**config.mk**
```make
export PLATFORM = sky130hd
export DESIGN_NAME = instruction_fetch_unit
export DESIGN_NICKNAME = d
export VERILOG_FILES = /design/src/rtl/instruction_fetch_unit.sv
export SDC_FILE = /design/constraint.sdc
export NUM_CORES = 1
export LEC_CHECK = 0
export CAP_MARGIN = 20
export CORE_UTILIZATION = 50
export DETAILED_ROUTE_END_ITERATION = 8
export DONT_BUFFER_PORTS = 1
export GPL_ROUTABILITY_DRIVEN = 0
export GPL_TIMING_DRIVEN = 0
export PLACE_DENSITY = 0.67
export SLEW_MARGIN = 20
export SYNTH_ARGS = -nofsm -noshare
export SYNTH_HDL_FRONTEND = slang
export SYNTH_SLANG_ARGS = --single-unit
```
**constraint.sdc**
```tcl
create_clock -name clk -period 4.5 [get_ports clk]
set_input_delay 0.45 -clock clk [delete_from_list [all_inputs] [get_ports clk]]
set_output_delay 0.45 -clock clk [all_outputs]
set_load 0.1 [all_outputs]
```
**src/rtl/instruction_fetch_unit.sv**
```systemverilog
// rtl/instruction_fetch_unit.sv - fetch stage: PC, IF/ID register, stall/flush/redirect, halt and range fault
module instruction_fetch_unit #(
    parameter logic [31:0] RESET_PC  = 32'd0,
    parameter int          MEM_DEPTH = 64,
    parameter logic [31:0] PC_STEP   = 32'd4
) (
    input  logic        clk,
    input  logic        reset_n,
    output logic [31:0] ins_address,
    input  logic [31:0] ins_out,
    input  logic        stall,
    input  logic        flush,
    input  logic        redirect,
    input  logic [31:0] redirect_target,
    input  logic        halt_req,
    output logic [31:0] if_id_instr,
    output logic [31:0] if_id_pc_plus4,
    output logic        if_id_valid,
    output logic        fetch_fault,
    output logic        halted,
    output logic [15:0] fetch_count
);

    typedef enum logic [1:0] {
        BOOT   = 2'd0,
        RUN    = 2'd1,
        HALTED = 2'd2
    } state_t;

    state_t      state_q, state_d;
    logic [31:0] pc_q, pc_d;
    logic [31:0] instr_q, instr_d;
    logic [31:0] pc4_q, pc4_d;
    logic        valid_q, valid_d;
    logic        fault_q, fault_d;
    logic [15:0] count_q, count_d;
    logic [31:0] pc_next;

    assign pc_next = pc_q + PC_STEP;

    always_comb begin
        state_d = state_q;
        pc_d    = pc_q;
        instr_d = instr_q;
        pc4_d   = pc4_q;
        valid_d = valid_q;
        fault_d = fault_q;
        count_d = count_q;
        case (state_q)
            BOOT: state_d = RUN;
            RUN: begin
                // Out-of-range fetch wins over everything, including redirect.
                if (pc_q >= 32'(MEM_DEPTH)) begin
                    valid_d = 1'b0;
                    fault_d = 1'b1;
                    state_d = HALTED;
                end else begin
                    if (redirect) begin
                        pc_d    = redirect_target;
                        valid_d = 1'b0;
                    end else if (stall) begin
                        if (flush) valid_d = 1'b0;
                    end else if (flush) begin
                        pc_d    = pc_next;
                        valid_d = 1'b0;
                    end else begin
                        instr_d = ins_out;
                        pc4_d   = pc_next;
                        valid_d = 1'b1;
                        pc_d    = pc_next;
                        count_d = count_q + 16'd1;
                    end
                    if (halt_req) state_d = HALTED;
                end
            end
            HALTED: valid_d = 1'b0;
            default: state_d = BOOT;
        endcase
    end

    always_ff @(posedge clk or negedge reset_n) begin
        if (!reset_n) begin
            state_q <= BOOT;
            pc_q    <= RESET_PC;
            instr_q <= 32'd0;
            pc4_q   <= 32'd0;
            valid_q <= 1'b0;
            fault_q <= 1'b0;
            count_q <= 16'd0;
        end else begin
            state_q <= state_d;
            pc_q    <= pc_d;
            instr_q <= instr_d;
            pc4_q   <= pc4_d;
            valid_q <= valid_d;
            fault_q <= fault_d;
            count_q <= count_d;
        end
    end

    assign ins_address    = pc_q;
    assign if_id_instr    = instr_q;
    assign if_id_pc_plus4 = pc4_q;
    assign if_id_valid    = valid_q;
    assign fetch_fault    = fault_q;
    assign halted         = (state_q == HALTED);
    assign fetch_count    = count_q;

endmodule

```
==> results.txt, run 1 <==
H-tree depth: 4
Final Core Density: 0.601
CTS sink count: 116
CP endpoint kind: flip-flop
TritonCTS Buffers: 17
Root buffer cell: clkbuf_8
WL/cell: 19.1 um
Area Overhead vs Synth: 16.9%
FFs w/ async S/R, synth: 1.00
Final Cycle Share: 0.638
Die Wd: 99.5 um
Ports: 185
Max Slew Vio Count: 0
Crit path max fanout: 10
Initial drt markers: 124
Worst-skew pair later-pin latency: 0.50 ns
Num rows: 35
Synthesized area per cell: 13.2 um^2
Max cap viols: 0
GRT overflow: 0
RSZ-0062 raised after global routing: false
Share of cells above drive strength 1: 0.242
CTS clk-pin slew, worst paths: 0.06 ns
Max clock buf depth: 2
Fin Setup TNS: 0 ns
Slew HR: 0.269
Startpoint types: flip-flop
Commonest cells after routing, fill and taps aside: dfrtp_1, mux2_2, nor2b_1, a21o_1
Setup violations, final: 0
Die outline height: 99.5 um
Port bufs: 0
Tightest Pin Transition: 1.10 ns
Area of all placed cells without fillers: 5560 um^2
Vias in the first global route: 3,033
First-pass DRT Iterations: 4
Synth warn: 0
Pin count of the biggest net entering global routing: 117
Hold slack final: 0.0643 ns
Final Hold Vio Count: 0
Min Clock Period, post-route: 2.87 ns
First-pass GRT wire length: 15,900 um
Placed cell area: 4950 um^2
Worst endpoint required time: 4.88 ns
Core area: 9240 um^2
Worst hold path type: in2reg
Fmax: 348 MHz
Diode count: 0
DRC Markers: 0
Seq/Total Area, Yosys: 0.611
Run status: complete, no violations
Skew final: 0.00886 ns
Critical path class: reg2reg
Yosys reg bits: 116
Peak supply drop: 249 uV
Number of synthesized flops with an enable pin: 0
PD cells: 517 nW/um^2
CP arrival: 3.25 ns
Total GRT Usage: 0.212
Commonest non-fill, non-tap cell in the layout: dfrtp_1
Post-cts sizing count: 0
Mapped Cells: 361
Initial Utilization: 0.515
Syn nets: 434
Leakage: 2.81 nW
Initial antenna violation count: 0
Vias per cell: 5.66
Netlist cell types: 46
Synthesized area: 4750 um^2
Nets: 457
TritonCTS clock tree: done
Total number of vias: 2,975
Die area: 9900 um^2
Antenna-violating nets left: 0
DP Wirelength: 7050 um
Most used DFF post-synth: dfrtp_1
Overall power: 0.00287 W
Total wire length: 10,000 um
## cells in the mapped netlist (4+ instances only)
master | instances | area [um^2]
a21o_1 | 23 | 173
dfrtp_1 | 116 | 2900
nor4_1 | 14 | 87.6
nand4_1 | 9 | 56.3
a21oi_1 | 5 | 25.0
mux2_2 | 40 | 450
inv_1 | 8 | 30.0
o21ai_0 | 6 | 30.0
nand3_1 | 5 | 25.0
xor2_1 | 14 | 123
and2_1 | 4 | 25.0
xnor2_1 | 4 | 35.0
buf_2 | 4 | 20.0
clkbuf_1 | 7 | 26.3
nor3_1 | 4 | 20.0
nor2b_1 | 27 | 169
nand2_1 | 16 | 60.1
buf_4 | 4 | 30.0
nor2_1 | 5 | 18.8
## sequential cells by signal, indices dropped and copies added (netlist names)
signal,cells
if_id_instr,32
if_id_pc_plus4,32
ins_address,32
fetch_count,16
state_q,2
fetch_fault,1
if_id_valid,1
## final cells by class
class	count	area (um^2)
sequential	116	2900
tap	129	161
buffer	18	110
inverter	8	30.0
clock inverter	14	141
timing repair buffer	4	68.8
clock buffer	18	428
fill	726	3680
multi-input combinational	219	1710
## worst paths after layout
kind	startpoint	endpoint	slack (ns)	depth (start not counted)
worst max register to register	ins_address[11]	if_id_instr[5]	1.63	6
worst min register to register	state_q[1]	state_q[0]	0.45	1
worst max-delay path	ins_address[11]	if_id_instr[5]	1.63	6
max in group asynchronous	reset_n	ins_address[19]	3.49	2
worst min-delay path	redirect_target[22]	ins_address[22]	0.06	1
min in group asynchronous	reset_n	fetch_count[15]	0.55	2
## cell families (layout without fill, tap and decap cells)
| logic type | Yosys count | in the layout | share of synthesized area |
|---|---|---|---|
| adder cells (fa/ha/maj) | 3 | 3 | 0.00790 |
| multiplexers | 44 | 44 | 0.104 |
| AO/OA/AOI/OAI | 49 | 49 | 0.0734 |
| XOR/XNOR | 18 | 18 | 0.0332 |
| buffers and inverters | 26 | 62 | 0.0295 |
| flip-flops | 116 | 116 | 0.611 |
| AND/OR/NAND/NOR | 105 | 105 | 0.142 |
## stage by stage
stage / instances / setup WS [ns]
after floorplan: 361 / 2.03
after global placement: 490 / 1.59
after detailed placement: 492 / 1.62
after CTS: 526 / 1.61
after global routing: 526 / 1.44
final: 526 / 1.63
## repair_timing
action | in CTS | in global routing
hold buffers | 2 | 0
endpoints found under the setup margin | 0 | 0
buffers inserted | 0 | 0
endpoints found under the hold margin | 116 | 0
## layer usage
metal / GRT usage / vias to the layer above / wire [um] / share of wire
met5: 0 / - / 0 / 0
met4: 0.101 / 0 / 223 / 0.022
met3: 0.0766 / 20 / 840 / 0.084
met2: 0.340 / 143 / 4970 / 0.50
met1: 0.257 / 1476 / 4000 / 0.40
li1: - / 1336 / - / -
## power breakdown
part	leakage [nW]	switching, W	internal (W)	total [W]
Combinational	0.990	0.000135	0.0000896	0.000224
Sequential	1.55	0.000300	0.00108	0.00138
Clock	0.273	0.000506	0.000762	0.00127
Total	2.81	0.000941	0.00193	0.00287
## worst max-delay path: stages, from the launching register on
cell and delay, ns:
dfrtp_1 0.77, nor4_2 0.57, nand4_2 0.36, nor3_2 0.27, buf_4 0.25, buf_6 0.17
mux2_2 0.35
Power figures use the tool's default switching activity.
==> inputs of run 2 (changes only) <==
==> constraint.sdc (replaced) <==
create_clock -name clk -period 2.9 [get_ports clk]
set_input_delay 0.29 -clock clk [delete_from_list [all_inputs] [get_ports clk]]
set_output_delay 0.29 -clock clk [all_outputs]
set_load 0.1 [all_outputs]
==> results.txt, run 2 (synthesized netlist as in run 1, its figures left out) <==
Commonest cells after routing, fill and taps aside: dfrtp_1, dlygate4sd3_1, mux2_2, nor2b_1
Worst hold path type: in2reg
CP endpoint kind: flip-flop
Share of cells above drive strength 1: 0.263
Core area: 9240 um^2
Area Overhead vs Synth: 30.8%
Pin count of the biggest net entering global routing: 117
Tightest Pin Transition: 1.10 ns
Leakage: 3.05 nW
Initial drt markers: 158
Port bufs: 0
Root buffer cell: clkbuf_8
Vias per cell: 5.50
R2R setup slack: 0.23 ns
Die area: 9900 um^2
Final Hold Vio Count: 0
First-pass DRT Iterations: 4
Worst R2R Start: ins_address[18]
Placed cell area: 4950 um^2
CTS clk-pin slew, worst paths: 0.06 ns
RR Endpoint: if_id_instr[26]
Hold Path Origin: redirect_target[6]
Fin Setup TNS: 0 ns
CP Buf/Inv Count: 2
Multi-input gate area: 1720 um^2
Initial Utilization: 0.515
Total GRT Usage: 0.236
Antenna-violating nets left: 0
Hold Path End: ins_address[6]
Commonest non-fill, non-tap cell in the layout: dfrtp_1
Ports: 185
Run status: complete, no violations
Area of all placed cells without fillers: 6220 um^2
Die outline height: 99.5 um
DP Wirelength: 7050 um
Total wire length: 11,200 um
Setup violations, final: 0
Sequential cell area: 2930 um^2
Fmax: 374 MHz
Nets: 520
GRT overflow: 0
Worst path cell trace: nor4_2 > nand4_2 > nor3_2 > buf_4 > buf_6 > mux2_2
Filler cells: 656
Critical path class: reg2reg
Slew HR: 0.269
RSZ-0062 raised after global routing: false
Skew final: 0.00931 ns
Cell family with most CP delay: simple AND/OR/NAND/NOR gates
Num rows: 35
Startpoint types: flip-flop
DRC Markers: 0
PD cells: 730 nW/um^2
Max cap viols: 0
Final Cycle Share: 0.921
Total number of vias: 3,239
Diode count: 0
First-pass GRT wire length: 17,600 um
TritonCTS Buffers: 17
Min Clock Period, post-route: 2.67 ns
CTS sink count: 116
R2R depth: 6
TritonCTS clock tree: done
Vias in the first global route: 3,422
Worst endpoint required time: 3.29 ns
CP max stage cell: dfrtp_2
Max Slew Vio Count: 0
Max clock buf depth: 2
Die Wd: 99.5 um
Initial antenna violation count: 0
Crit path max fanout: 10
Worst path max stage delay: 0.62 ns
Worst-skew pair later-pin latency: 0.51 ns
Peak supply drop: 437 uV
WL/cell: 19.0 um
Hold depth: 3
CP arrival: 3.06 ns
H-tree depth: 4
-- run 2: changes by cell type in the layout (fill, tap and decap cells not counted) --
cell and delta:
dlygate4sd3_1 +61, dfrtp_1 -23, nor4_4 +1, buf_4 +2
dfrtp_2 +23, nor4_2 -1
-- run 2: layer usage --
layer	routed length [um]	vias up	track usage
li1	-	1463	-
met3	888	24	0.0921
met2	5790	148	0.394
met5	0	-	0
met1	4260	1604	0.269
met4	228	0	0.106
-- run 2: where the power goes --
| part | switching (W) | internal [W] |
|---|---|---|
| logic | 0.000224 | 0.000194 |
| registers | 0.000469 | 0.00168 |
| clock network | 0.000789 | 0.00118 |
| total | 0.00148 | 0.00306 |
-- run 2: area by class of cell --
cell class                      instances  area share
Sequential cell                       116       0.471
Multi-Input combinational cell        219       0.277
Timing Repair Buffer                   67       0.112
Clock buffer                           18      0.0688
Tap cell                              129      0.0260
Clock inverter                         14      0.0227
Buffer                                 18      0.0177
Inverter                                8     0.00483
-- run 2: worst min-delay path, delay by kind of cell --
kind	cells	cell delay, ns
AO/OA/AOI/OAI	2	0.17
AND/OR/NAND/NOR	1	0.03
-- run 2: repair_timing --
| action | 4_1_cts | 5_1_grt |
|---|---|---|
| hold buffers | 63 | 0 |
| resized for setup | 0 | 24 |
| setup buffers | 0 | 2 |
| endpoints found under the setup margin | 0 | 54 |
| endpoints found under the hold margin | 176 | 0 |
-- run 2: worst max path at each step --
stage | end | startpoint | cells past startpoint
final | if_id_instr[26] | ins_address[18] | 6
after global routing | if_id_pc_plus4[5] | ins_address[6] | 7
after CTS | ins_address[1] | ins_address[23] | 4
after detailed placement | ins_address[1] | ins_address[23] | 4
after global placement | ins_address[1] | ins_address[23] | 4
after floorplan | if_id_instr[0] | ins_address[6] | 7
-- run 2: stage by stage --
step	total power [W]	util	instances	hold slack (ns)	setup WS, ns
global route	0.00470	0.673	589	0.0223	0.0378
detailed placement	0.00249	0.536	492	-0.00237	0.0211
global placement	0.00242	0.532	490	-0.00226	-0.0107
finish	0.00454	0.673	589	0.0223	0.228
floorplan	0.00237	-	361	-0.00559	0.426
CTS	0.00457	0.667	587	0.00136	0.00852
==> inputs of run 3 (changes only) <==
==> constraint.sdc (replaced) <==
create_clock -name clk -period 2.9 [get_ports clk]
set_input_delay 0.29 -clock clk [delete_from_list [all_inputs] [get_ports clk]]
set_output_delay 0.29 -clock clk [all_outputs]
set_load 0.02 [all_outputs]
==> results.txt, run 3 (synthesized netlist as in run 1, its figures left out) <==
CP endpoint kind: flip-flop
CTS clk-pin slew, worst paths: 0.06 ns
Setup violations, final: 0
Slew HR: 0.498
Min Clock Period, post-route: 2.57 ns
Hold depth: 3
DP Wirelength: 7030 um
Hold slack final: 0.0244 ns
Crit path launch: ins_address[23]
RSZ-0062 raised after global routing: false
Final Hold Vio Count: 0
Worst-skew pair later-pin latency: 0.50 ns
Worst endpoint required time: 3.27 ns
Run status: complete, no violations
Commonest cells after routing, fill and taps aside: dfrtp_1, dlygate4sd3_1, mux2_2, nor2b_1, a21o_1
Area Overhead vs Synth: 28.4%
Max clock buf depth: 2
Root buffer cell: clkbuf_8
Vias in the first global route: 3,357
Fmax: 389 MHz
Initial antenna violation count: 0
First-pass GRT wire length: 17,500 um
Max Slew Vio Count: 0
Skew final: 0.00907 ns
Share of cells above drive strength 1: 0.208
Total number of vias: 3,230
Initial Utilization: 0.515
Commonest non-fill, non-tap cell in the layout: dfrtp_1
H-tree depth: 4
R2R depth: 4
GRT overflow: 0
First-pass DRT Iterations: 4
TritonCTS Buffers: 17
Num rows: 35
Crit path max fanout: 9
PD cells: 671 nW/um^2
Post-cts sizing count: 0
Hold Path Origin: redirect_target[12]
Total GRT Usage: 0.234
Ports: 185
Fin Setup TNS: 0 ns
CP arrival: 2.94 ns
Die area: 9900 um^2
Critical path class: reg2reg
Pin count of the biggest net entering global routing: 117
Leakage: 3.04 nW
Final Cycle Share: 0.886
CTS sink count: 116
Die Wd: 99.5 um
Antenna-violating nets left: 0
Diode count: 0
RR Endpoint: ins_address[1]
TritonCTS clock tree: done
Initial drt markers: 117
WL/cell: 18.8 um
Port bufs: 0
Nets: 513
Max cap viols: 0
Peak supply drop: 372 uV
Total wire length: 10,900 um
Vias per cell: 5.55
Die outline height: 99.5 um
Core area: 9240 um^2
Worst hold path type: in2reg
Hold Path End: ins_address[12]
Startpoint types: flip-flop
Tightest Pin Transition: 0.745 ns
DRC Markers: 0
R2R setup slack: 0.33 ns
Worst R2R Start: ins_address[23]
-- run 3: cell count changes in the layout (fill, tap and decap cells not counted), sizes merged --
cell and change:
buf -4, dlygate4sd3 -3
-- run 3: area by class of cell --
cell class	instances	area, um^2
inverter	8	30.0
timing repair buffer	60	618
fill	663	3130
clock buffer	18	428
multi-input combinational	219	1710
buffer	18	110
clock inverter	14	144
sequential	116	2900
tap	129	161
-- run 3: worst max path at each step --
stage                        endpoint  slack [ns]  cells past startpoint
global route          ins_address[25]        0.17                      5
finish                 ins_address[1]        0.33                      4
CTS                 if_id_pc_plus4[1]        0.39                      6
detailed placement  if_id_pc_plus4[3]        0.40                      6
floorplan              if_id_instr[0]        0.82                      7
global placement       ins_address[1]        0.38                      4
-- run 3: worst max-delay path: stages, from the launching register on --
cell	delay [ns]
dfrtp_1	0.48
nor4_1	0.42
nand4_1	0.40
nor4b_4	0.74
mux2_1	0.39
-- run 3: layer usage --
| metal | share of wire | track usage | vias up |
|---|---|---|---|
| met3 | 0.073 | 0.0829 | 15 |
| met4 | 0.016 | 0.0860 | 0 |
| met1 | 0.39 | 0.280 | 1615 |
| li1 | - | - | 1451 |
| met5 | 0 | 0 | - |
| met2 | 0.52 | 0.391 | 149 |
-- run 3: report_power, final --
group	switching (W)	internal, W
clock network	0.000785	0.00119
logic	0.000160	0.000146
registers	0.000134	0.00169
total	0.00108	0.00302
-- run 3: what timing repair did --
item,CTS,global route
buffers inserted,0,0
endpoints found under the hold margin,174,0
hold buffers,60,0
endpoints found under the setup margin,0,0
-- run 3: stage by stage --
step / power, W / cells / util / instance area (um^2) / setup WS [ns]
2_1_floorplan: 0.00199 / 361 / - / 4750 / 0.816
3_3_place_gp: 0.00204 / 490 / 0.532 / 4920 / 0.380
5_1_grt: 0.00425 / 582 / 0.661 / 6110 / 0.166
6_report: 0.00410 / 582 / 0.661 / 6110 / 0.332
3_5_place_dp: 0.00205 / 490 / 0.532 / 4920 / 0.400
4_1_cts: 0.00414 / 582 / 0.661 / 6110 / 0.394
